<file path="src/rtl/nav_pkg.sv">
// Shared direction encoding for the snake direction controller.
// Build option: NAV_SYNC_EN adds a two-flop button synchroniser in nav_chan.
package nav_pkg;

    localparam int DIR_W = 2;

    typedef enum logic [DIR_W-1:0] {
        DIR_UP    = 2'd0,
        DIR_LEFT  = 2'd1,
        DIR_DOWN  = 2'd2,
        DIR_RIGHT = 2'd3
    } dir_e;

    // Bit 0 separates the vertical pair (UP/DOWN) from the horizontal pair (LEFT/RIGHT).
    function automatic logic is_perp(input dir_e a, input dir_e b);
        logic [DIR_W-1:0] av;
        logic [DIR_W-1:0] bv;
        av = a;
        bv = b;
        return av[0] != bv[0];
    endfunction

endpackage

</file>
<file path="src/rtl/nav_chan.sv">
// One player: press edge detect, perpendicular filter, turn FIFO and direction register.
// Build option: NAV_SYNC_EN inserts a two-flop synchroniser (reset to 1) ahead of edge detect.
module nav_chan
    import nav_pkg::*;
#(
    parameter int QDEPTH = 2
) (
    input  logic clk,
    input  logic rst_n,
    input  logic btn_up,
    input  logic btn_left,
    input  logic btn_down,
    input  logic btn_right,
    input  logic tick,
    output dir_e state,
    output logic turned,
    output logic dropped
);

    localparam int CW = $clog2(QDEPTH + 1);
    localparam logic [CW-1:0] FULL = CW'(QDEPTH);

    logic [3:0] btn_raw;
    logic [3:0] btn_s;

    assign btn_raw = {btn_right, btn_down, btn_left, btn_up};

`ifdef NAV_SYNC_EN
    logic [3:0] sync1_q, sync1_d;
    logic [3:0] sync2_q, sync2_d;

    always_comb begin
        sync1_d = btn_raw;
        sync2_d = sync1_q;
    end

    always_ff @(posedge clk or negedge rst_n) begin
        if (!rst_n) begin
            sync1_q <= 4'hF;
            sync2_q <= 4'hF;
        end else begin
            sync1_q <= sync1_d;
            sync2_q <= sync2_d;
        end
    end

    assign btn_s = sync2_q;
`else
    assign btn_s = btn_raw;
`endif

    logic [3:0]    prev_q, prev_d;
    dir_e          fifo_q [QDEPTH];
    dir_e          fifo_d [QDEPTH];
    logic [CW-1:0] cnt_q, cnt_d;
    dir_e          state_q, state_d;
    logic          turned_q, turned_d;
    logic          dropped_q, dropped_d;

    logic [3:0]    press;
    logic          req_vld;
    dir_e          req_dir;
    dir_e          ref_dir;
    logic          accept;
    logic          pop;
    logic          push;
    logic [CW-1:0] wr_idx;

    always_comb begin
        prev_d  = btn_s;
        press   = btn_s & ~prev_q;
        req_vld = |press;
        req_dir = DIR_UP;
        if (press[1])      req_dir = DIR_LEFT;
        else if (press[3]) req_dir = DIR_RIGHT;
        else if (press[2]) req_dir = DIR_DOWN;
        else if (press[0]) req_dir = DIR_UP;

        // New requests are judged against the last queued turn, not the live direction.
        ref_dir = state_q;
        for (int i = 0; i < QDEPTH; i++) begin
            if (cnt_q != '0 && CW'(i) == cnt_q - 1'b1) ref_dir = fifo_q[i];
        end

        accept    = req_vld && is_perp(req_dir, ref_dir);
        pop       = tick && (cnt_q != '0);
        push      = accept && ((cnt_q != FULL) || pop);
        dropped_d = accept && (cnt_q == FULL) && !pop;
        wr_idx    = pop ? cnt_q - 1'b1 : cnt_q;

        fifo_d = fifo_q;
        if (pop) begin
            for (int i = 0; i < QDEPTH - 1; i++) fifo_d[i] = fifo_q[i + 1];
        end
        for (int i = 0; i < QDEPTH; i++) begin
            if (push && CW'(i) == wr_idx) fifo_d[i] = req_dir;
        end

        cnt_d    = cnt_q + CW'(push) - CW'(pop);
        state_d  = pop ? fifo_q[0] : state_q;
        turned_d = pop;
    end

    always_ff @(posedge clk or negedge rst_n) begin
        if (!rst_n) begin
            prev_q    <= 4'hF;
            cnt_q     <= '0;
            state_q   <= DIR_UP;
            turned_q  <= 1'b0;
            dropped_q <= 1'b0;
            for (int i = 0; i < QDEPTH; i++) fifo_q[i] <= DIR_UP;
        end else begin
            prev_q    <= prev_d;
            cnt_q     <= cnt_d;
            state_q   <= state_d;
            turned_q  <= turned_d;
            dropped_q <= dropped_d;
            fifo_q    <= fifo_d;
        end
    end

    assign state   = state_q;
    assign turned  = turned_q;
    assign dropped = dropped_q;

endmodule

</file>
<file path="src/rtl/snake_dir_ctrl.sv">
// Multi-player snake direction controller: one nav_chan per player, common TICK.
// Build option: NAV_SYNC_EN enables per-button synchronisers inside each channel.
module snake_dir_ctrl
    import nav_pkg::*;
#(
    parameter int PLAYERS = 1,
    parameter int QDEPTH  = 2
) (
    input  logic                   CLK,
    input  logic                   RESET,
    input  logic [PLAYERS-1:0]     BTN_UP,
    input  logic [PLAYERS-1:0]     BTN_LEFT,
    input  logic [PLAYERS-1:0]     BTN_DOWN,
    input  logic [PLAYERS-1:0]     BTN_RIGHT,
    input  logic                   TICK,
    output logic [2*PLAYERS-1:0]   STATE,
    output logic [PLAYERS-1:0]     TURNED,
    output logic [PLAYERS-1:0]     DROPPED
);

    for (genvar p = 0; p < PLAYERS; p++) begin : g_chan
        dir_e chan_state;

        nav_chan #(
            .QDEPTH (QDEPTH)
        ) u_chan (
            .clk       (CLK),
            .rst_n     (RESET),
            .btn_up    (BTN_UP[p]),
            .btn_left  (BTN_LEFT[p]),
            .btn_down  (BTN_DOWN[p]),
            .btn_right (BTN_RIGHT[p]),
            .tick      (TICK),
            .state     (chan_state),
            .turned    (TURNED[p]),
            .dropped   (DROPPED[p])
        );

        assign STATE[2*p +: 2] = chan_state;
    end

endmodule

</file>
<file path="config.mk">
export PLATFORM = sky130hd
export DESIGN_NAME = snake_dir_ctrl
export DESIGN_NICKNAME = d
export VERILOG_FILES = /design/src/rtl/nav_pkg.sv /design/src/rtl/nav_chan.sv /design/src/rtl/snake_dir_ctrl.sv
export SDC_FILE = /design/constraint.sdc
export NUM_CORES = 1
export LEC_CHECK = 0
export ABC_AREA = 1
export CELL_PAD_IN_SITES_DETAIL_PLACEMENT = 1
export CELL_PAD_IN_SITES_GLOBAL_PLACEMENT = 2
export CORE_MARGIN = 8
export CORE_UTILIZATION = 35
export CTS_BUF_LIST = sky130_fd_sc_hd__clkbuf_4 sky130_fd_sc_hd__clkbuf_8
export CTS_CLUSTER_SIZE = 12
export DETAILED_ROUTE_END_ITERATION = 6
export PLACE_DENSITY_LB_ADDON = 0.1
export SLEW_MARGIN = 20
export SYNTH_ARGS = -nofsm -noshare
export SYNTH_HDL_FRONTEND = slang
export SYNTH_SLANG_ARGS = --single-unit
</file>
<file path="constraint.sdc">
create_clock -name CLK -period 3 [get_ports CLK]
set_clock_uncertainty 0.1 [all_clocks]
set_input_delay 0.45 -clock CLK [delete_from_list [all_inputs] [get_ports CLK]]
set_output_delay 0.45 -clock CLK [all_outputs]
set_load 0.02 [all_outputs]
</file>
* Word level (Yosys, flattened, before mapping)
Cells that the tools add are included.
** Operators by class
- Add/sub/neg operators :: 3
- Multipliers :: 0
- Div/mod/pow operators :: 0
- Order comparisons :: 0
- Equal/unequal tests :: 5
- Shift operators :: 0
- Muxes and demuxes :: 8
- Bitwise logic cells :: 2
- Reduce and logical (&&, ||, !) cells :: 16
** Operators with widths (number)
- $mux 2 :: 6
- $logic_and 1x1->1 :: 9
- $and 4x4->4 :: 1
- $eq 1x2->1 const A :: 2
- $logic_not 2->1 :: 2
- $not 4->4 :: 1
- $reduce_bool 2->1 :: 2
- $reduce_or 4->1 :: 1
- $add 2x1->2 :: 1
- $eq 2x2->1 const B :: 1
- $mux 1 :: 2
- $ne 2x2->1 const B :: 1
- $sub 2x1->2 :: 1
- $sub 2x1->2 const B :: 1
- $logic_not 1->1 :: 1
- $logic_or 1x1->1 :: 1
- $ne 1x1->1 :: 1
** Storage, ports and cells
- Register bits after elaboration :: 14
- Latch bits :: 0
- RAM bits :: 0
- Memory bits (read-only) :: 0
- Input bits :: 7
- Output and inout bits :: 4
- Word-level logic and storage cells :: 41
- Memories kept :: 0

* Longest topological paths before layout
Gate-level depths: netlist (run 1).
- Word-level depth :: 10
- Depth in mapped cells :: 12
- Depth with buffers taken out :: 12

* Worst setup path before layout (run 1)
No wires, ideal clock.
- Path kind :: register to register
- From :: register g_chan[0].u_chan.cnt_q[1]
- To :: register g_chan[0].u_chan.fifo_q[1] (netlist bit)
- Library setup time :: 120 ps
- Arrival time :: 1599 ps
- Required time :: 2780 ps
- Setup slack :: 1180 ps
- Stages on the path, launching flop included :: 11
- Path buffers :: 0
- Clock period less this slack :: 1820 ps
- Path through :: dfrtp_1 inv_1 ha_1 inv_1 nand2_2 inv_1 ha_1 inv_1 nand3_1 o21ai_0 nand2_1
** On the way
- Elaborated cells on any way between the ends :: 17
- Those cells by class :: add/sub: 1; eq/ne: 4; mux: 3; reduce/logical: 9
** RTL lines
- start, declared :: line nav_chan.sv:55 : logic [CW-1:0] cnt_q, cnt_d;
- start signal, assigned :: line nav_chan.sv:114 : cnt_q <= cnt_d;
- $reduce_bool 2->1 * :: line nav_chan.sv:86 : pop = tick && (cnt_q != '0);
- $logic_and 1x1->1 * :: line nav_chan.sv:86
- net g_chan[0].u_chan.pop :: line nav_chan.sv:65 : logic pop;
- $mux 2 / $logic_or 1x1->1 (equally long branches) :: line nav_chan.sv:89, nav_chan.sv:87
- $eq 1x2->1 / $logic_and 1x1->1 (equally long branches) :: line nav_chan.sv:96, nav_chan.sv:87
- $logic_and 1x1->1 * :: line nav_chan.sv:96 : if (push && CW'(i) == wr_idx) fifo_d[i] = req_dir;
- end signal, assigned :: line nav_chan.sv:118 : fifo_q <= fifo_d;
- end, declared :: line nav_chan.sv:53 : dir_e fifo_q [QDEPTH];
Mark *: on every way through the listed nets, which the timed path passes. The rest lies on a longest branch.
A chain may end at the register's enable or synchronous reset.

* Worst setup path after layout (run 1)
- From :: register g_chan[0].u_chan.cnt_q[1]
- To :: register g_chan[0].u_chan.fifo_q[2] (netlist bit)
** On the way
- Elaborated cells on any way between the ends :: 19
- Those cells by class :: add/sub: 1; eq/ne: 3; mux: 4; reduce/logical: 11
** RTL lines (line)
- $reduce_bool 2->1 * :: nav_chan.sv:86
- $logic_and 1x1->1 * :: nav_chan.sv:86
- net g_chan[0].u_chan.pop :: nav_chan.sv:65
- $mux 2 / $logic_or 1x1->1 (equally long branches) :: nav_chan.sv:89, nav_chan.sv:87
- $logic_not 2->1 / $logic_and 1x1->1 (equally long branches) :: nav_chan.sv:96, nav_chan.sv:87
- $logic_and 1x1->1 :: nav_chan.sv:96
- $mux 2 / $reduce_bool 2->1 (equally long branches)
Marks and branches as above.

==> flow_summary.yaml, run 1 <==
worst_setup_path:
  critPathBufInv: 4
  slowest_stage: "dfrtp_1"
  crit_start: "g_chan[0].u_chan.cnt_q[1]"
  slowest_delay_ns: 0.45
  arrival_ns: 2.16
  worst-path-stages: 11
  r2r_end: "g_chan[0].u_chan.fifo_q[2]"
  r2r-start: "g_chan[0].u_chan.cnt_q[1]"
  critPathMaxFanout: 8
  r2r_cells: 11
  critical_path.startpoint_type: "flip-flop"
  path_cells: "inv_1 -> ha_1 -> inv_1 -> nand2_2 -> inv_1 -> ha_1 -> nand3_2 -> inv_1 -> nand4_1 -> nand3_1 -> nand2_1"
  path_common_cell: "inv_1"
  end_kind: "flip-flop"
  cp-endpoint: "g_chan[0].u_chan.fifo_q[2]"
  r2r_setup_slack_ns: 0.93
  critPathTopFamily: "simple AND/OR/NAND/NOR gates"
  critPathKind: "reg -> reg"
  worstPathRequired_ns: 3.09
timing:
  period_needed_ns: 2.07
  fin_setup_tns_ns: 0
  setup-violations-final: 0
  fmax_mhz: 483
  tightest_slew_ns: 0.627
  drv_slew: 0
  worst_slack_ns: 0.930
  rsz0062_at_grt: "false"
  period_share_pct: 69.0
  hold_viol_final: 0
  max-slew-margin-rel_pct: 58.1
yosys:
  synth_cell_types: 16
  syn_area_sq_um: 757
  synth-edff-count: 0
  ys_async_sr_fraction_pct: 100
  synthesis.nets: 101
  synth-seq-cells: 14
  yosysWarnings: 0
  syn_avg_cell_area_sq_um: 8.60
  synth-main-ff-cell: "dfrtp_1"
  ys_seq_area_share_pct: 46.9
  synthCells: 88
floorplan:
  die_h_microns: 62.5
  num_rows: 17
  dieWidth_microns: 62.5
  die_area_sq_um: 3910
  pin_count: 11
  initial_core_util_pct: 35.6
  core_area_sq_um: 2130
clock_tree:
  cts_buffers: 3
  post-cts-setup-buffer-count: 0
  hold_buffers: 0
  path_clk_slew_ns: 0.09
  cts_root_buffer: "clkbuf_4"
  cts_tree: "done"
  cts-resized-gates: 0
  cts.sinks: 14
  clockBufferDepth: 2
  clkLatencyLatePin_ns: 0.28
  cts_max_level: 1
global_routing:
  grt_max_degree: 15
  grt_pass1_wl_mm: 2.72
  antenna_found_initial: 0
  grt_pass1_vias: 635
  globalRouteOverflowTotal: 0
  track_usage_pct: 8.79
hold_path:
  hold_path.class: "reg -> reg"
route:
  ant_nets: 0
  wire_per_inst_microns: 11.7
  vias_per_cell: 4.39
  drc: 0
  dr.pass1.iters: 2
  vias: 571
  drt_wl_total_mm: 1.52
  drt_iter0_markers: 6
run:
  cap_violations: 0
finish:
  fill_cells: 263
  synthToLayoutAreaGrowth_pct: 22.6
  fin_nets: 116
  drive_gt1_share_pct: 18.6
  diodes: 0
power:
  worst_ir_drop_vdd_uv: 482
  power_mw: 0.928
  p_leak_nw: 0.489
  powerDensity_nw_per_um2: 1000
place:
  place_ws_ns: 0.755
  hpwl_mm: 1.25
  gp_congestion: 0.786
  portBuffers: 10
outcome:
  outcome: "complete, no violations"
## routing by layer
layer  vias to the layer above  track usage [%]  wire [microns]
met4                         0             5.13              30
met5                         -                0               0
li1                        297                -               -
met1                       261             9.65             738
met3                         3             2.69              50
met2                        10             14.6             703
## cell usage in the layout, fill, tap and decap left out
cell,Yosys,layout
nand2_1,28,28
inv_1,15,15
dfrtp_1,10,10
clkdlybuf4s50_1,0,10
ha_1,6,6
nand2_2,5,5
nand3_1,5,5
o21ai_0,4,4
dfstp_2,4,4
clkbuf_4,0,3
nand3_2,2,2
xnor2_1,2,2
nor2_2,2,2
inv_2,1,1
nand3_4,1,1
nor2_1,1,1
nand3b_1,1,1
nand4_1,1,1
clkbuf_8,0,1
## through the flow
stage	hold slack (ns)	util (%)	area (sq um)	instances
2_1_floorplan	0.0544	-	757	88
3_3_place_gp	0.378	41.9	892	126
3_5_place_dp	0.365	41.9	892	126
4_1_cts	0.388	43.6	928	130
5_1_grt	0.432	43.6	928	130
6_report	0.382	43.6	928	130
## state kept, by name (all words and copies together), names as in the netlist
name                   count
g_chan.u_chan.state        2
g_chan.u_chan.turned       1
g_chan.u_chan.dropped      1
g_chan.u_chan.fifo_q       4
g_chan.u_chan.cnt_q        2
g_chan.u_chan.prev_q       4
## cells in the mapped netlist (2+ instances only)
master,n,share of area (%)
nand2_1,28,14
inv_1,15,7.4
dfrtp_1,10,33
ha_1,6,9.9
nand2_2,5,4.1
nand3_1,5,3.3
dfstp_2,4,14
o21ai_0,4,2.6
nand3_2,2,2.6
nor2_2,2,1.7
xnor2_1,2,2.3
## worst min-delay path by stage
stage                                    start                        end  slack, ns  depth (start not counted)
finish              g_chan[0].u_chan.fifo_q[3]  g_chan[0].u_chan.state[1]       0.38                          2
global route        g_chan[0].u_chan.fifo_q[3]  g_chan[0].u_chan.state[1]       0.43                          2
CTS                 g_chan[0].u_chan.fifo_q[3]  g_chan[0].u_chan.state[1]       0.39                          2
detailed placement  g_chan[0].u_chan.fifo_q[3]  g_chan[0].u_chan.state[1]       0.36                          2
global placement    g_chan[0].u_chan.fifo_q[3]  g_chan[0].u_chan.state[1]       0.38                          2
floorplan                                RESET  g_chan[0].u_chan.cnt_q[0]       0.05                          0
## cell families (layout without fill, tap and decap cells)
group,count (synthesis),in the layout,share of synthesized area (%)
simple gates,46,46,30.2
compound gates,4,4,2.64
buf+inv,16,30,7.93
xor+xnor,2,2,2.31
flops,14,14,46.9
fa+ha+maj,6,6,9.92
## area by class of cell
type / instances / area (sq um) / share of cell area (%)
Sequential cell: 14 / 355 / 38.3
Multi-Input combinational cell: 58 / 342 / 36.8
Timing Repair Buffer: 10 / 100 / 10.8
Inverter: 16 / 60.1 / 6.47
Clock buffer: 4 / 36.3 / 3.91
Tap cell: 28 / 35.0 / 3.77
## tightest hold or removal path: stages, from the launching register on
cell	delay (ns)
dfrtp_1	0.35
nand2_1	0.05
nand2_1	0.05
## where the power goes
group	internal, mW	switching (mW)
Clock	0.0739	0.0641
Sequential	0.257	0.0415
Combinational	0.197	0.295
Power figures use the tool's default switching activity.
==> inputs of run 2 (changes only) <==
--- a/config.mk
+++ b/config.mk
@@ -9,7 +9,7 @@
 export CELL_PAD_IN_SITES_DETAIL_PLACEMENT = 1
 export CELL_PAD_IN_SITES_GLOBAL_PLACEMENT = 2
 export CORE_MARGIN = 8
-export CORE_UTILIZATION = 35
+export CORE_UTILIZATION = 29
 export CTS_BUF_LIST = sky130_fd_sc_hd__clkbuf_4 sky130_fd_sc_hd__clkbuf_8
 export CTS_CLUSTER_SIZE = 12
 export DETAILED_ROUTE_END_ITERATION = 6
==> constraint.sdc (replaced) <==
create_clock -name CLK -period 1.8 [get_ports CLK]
set_clock_uncertainty 0.1 [all_clocks]
set_input_delay 0.27 -clock CLK [delete_from_list [all_inputs] [get_ports CLK]]
set_output_delay 0.27 -clock CLK [all_outputs]
set_load 0.02 [all_outputs]
==> flow_summary.yaml, run 2 (synthesis results as in run 1) <==
timing:
  rsz0062_at_grt: "true"
  period_needed_ns: 1.70
  period_share_pct: 94.6
  tightest_slew_ns: 0.215
  worst_hold_slack_ns: 0.195
  max-slew-margin-rel_pct: 85.6
  drv_slew: 0
  fmax_mhz: 587
  hold_viol_final: 0
  fin_setup_tns_ns: 0
  setup-violations-final: 0
clock_tree:
  path_clk_slew_ns: 0.09
  clkLatencyLatePin_ns: 0.28
  cts_max_level: 1
  cts_buffers: 3
  cts.sinks: 14
  cts_root_buffer: "clkbuf_4"
  clockBufferDepth: 2
  cts_tree: "done"
floorplan:
  initial_core_util_pct: 30.6
  core_area_sq_um: 2480
  die_h_microns: 67.1
  num_rows: 18
  die_area_sq_um: 4500
  dieWidth_microns: 67.1
  pin_count: 11
finish:
  diodes: 0
  synthToLayoutAreaGrowth_pct: 43.6
  final_area_sq_um: 1090
  drive_gt1_share_pct: 36.6
  layout_commonest_cell: "nand2_1"
  final_core_util_pct: 43.9
  top_regs: "g_chan.u_chan.fifo_q (4), g_chan.u_chan.prev_q (4)"
  most-common-layout-cells: "nand2_1 (27), inv_1 (10), dfrtp_1 (10), clkdlybuf4s50_1 (10), buf_4 (9)"
  fill_cells: 303
  fin_nets: 126
worst_setup_path:
  critPathMaxFanout: 5
  critPathTopFamily: "simple AND/OR/NAND/NOR gates"
  path_common_cell: "inv_1"
  worstPathRequired_ns: 1.87
  r2r_end: "g_chan[0].u_chan.cnt_q[1]"
  r2r_setup_slack_ns: 0.1
  r2r-start: "g_chan[0].u_chan.cnt_q[1]"
  path_cells: "inv_2 -> ha_1 -> inv_1 -> nand2_1 -> nand3_2 -> nand2_2 -> nand2_4 -> nand3_4 -> inv_1 -> ha_2 -> xnor2_1"
  end_kind: "flip-flop"
  slowest_stage: "dfrtp_1"
  critPathKind: "reg -> reg"
  critPathBufInv: 3
  arrival_ns: 1.77
  critical_path.startpoint_type: "flip-flop"
  slowest_delay_ns: 0.40
  r2r_cells: 11
global_routing:
  grt_max_degree: 15
  gr-usage-met3_pct: 2.18
  track_usage_pct: 8.54
  grt_busiest_layer: "met2"
  grt_pass1_vias: 664
  grt_pass1_wl_mm: 2.97
  grt_util_met2_pct: 13.3
  met1_usage_pct: 10.8
  globalRouteOverflowTotal: 0
  antenna_found_initial: 0
hold_path:
  hold_path.class: "in -> async"
place:
  gp_congestion: 0.766
  hpwl_mm: 1.29
  portBuffers: 10
  placed_area_sq_um: 962
power:
  worst_ir_drop_vdd_uv: 765
  power_mw: 1.85
  powerDensity_nw_per_um2: 1700
  p_leak_nw: 0.538
route:
  drt_wl_total_mm: 1.62
  vias_per_cell: 4.35
  vias: 617
  wire_per_inst_microns: 11.4
  drt_iter0_markers: 7
  drc: 0
  ant_nets: 0
  dr.pass1.iters: 3
outcome:
  outcome: "complete, no violations"
run:
  cap_violations: 0
[run 2: cell count changes in the layout (fill, tap and decap cells not counted), sizes merged]
cell	before	now
buf	0	10
[run 2: timing repair]
action / CTS / global route
endpoints found under the setup margin: 0 / 6
buffers inserted: 0 / 1
hold buffers: 0 / 0
gates resized for setup: 0 / 21
[run 2: how the worst max path moves through the flow]
stage | slack (ns) | startpoint | cells past startpoint | to
floorplan | -0.02 | g_chan[0].u_chan.cnt_q[1] | 10 | g_chan[0].u_chan.fifo_q[1]
global placement | -0.05 | TICK | 8 | g_chan[0].u_chan.fifo_q[1]
detailed placement | -0.08 | TICK | 8 | g_chan[0].u_chan.fifo_q[1]
CTS | 0.01 | g_chan[0].u_chan.cnt_q[1] | 10 | g_chan[0].u_chan.fifo_q[1]
global route | -0.04 | g_chan[0].u_chan.cnt_q[1] | 12 | g_chan[0].u_chan.fifo_q[2]
finish | 0.1 | g_chan[0].u_chan.cnt_q[1] | 11 | g_chan[0].u_chan.cnt_q[1]
[run 2: per-stage QoR]
step | worst slack (ns) | std cells
after detailed placement | -0.0788 | 137
after CTS | 0.0103 | 141
after global placement | -0.0508 | 137
after global routing | -0.0383 | 142
final | 0.0965 | 142
after floorplan | -0.0195 | 88
[run 2: power by group]
part	internal (mW)	switching, mW	total [mW]	leakage, nW
registers	0.428	0.0562	0.484	0.168
clock network	0.123	0.107	0.230	0.0210
logic	0.514	0.621	1.13	0.349
[run 2: final cells by class]
class	instances	area [sq um]	share of cell area, %
Clock buffer	4	36.3	3.34
Inverter	16	60.1	5.52
Multi-Input combinational cell	58	419	38.6
Sequential cell	14	355	32.7
Tap cell	30	37.5	3.45
Timing Repair Buffer	20	179	16.5
[run 2: routing by layer]
metal / vias to the layer above / wire, microns
li1: 320 / -
met1: 290 / 766
met2: 5 / 762
met3: 2 / 74
met4: 0 / 13
met5: - / 0
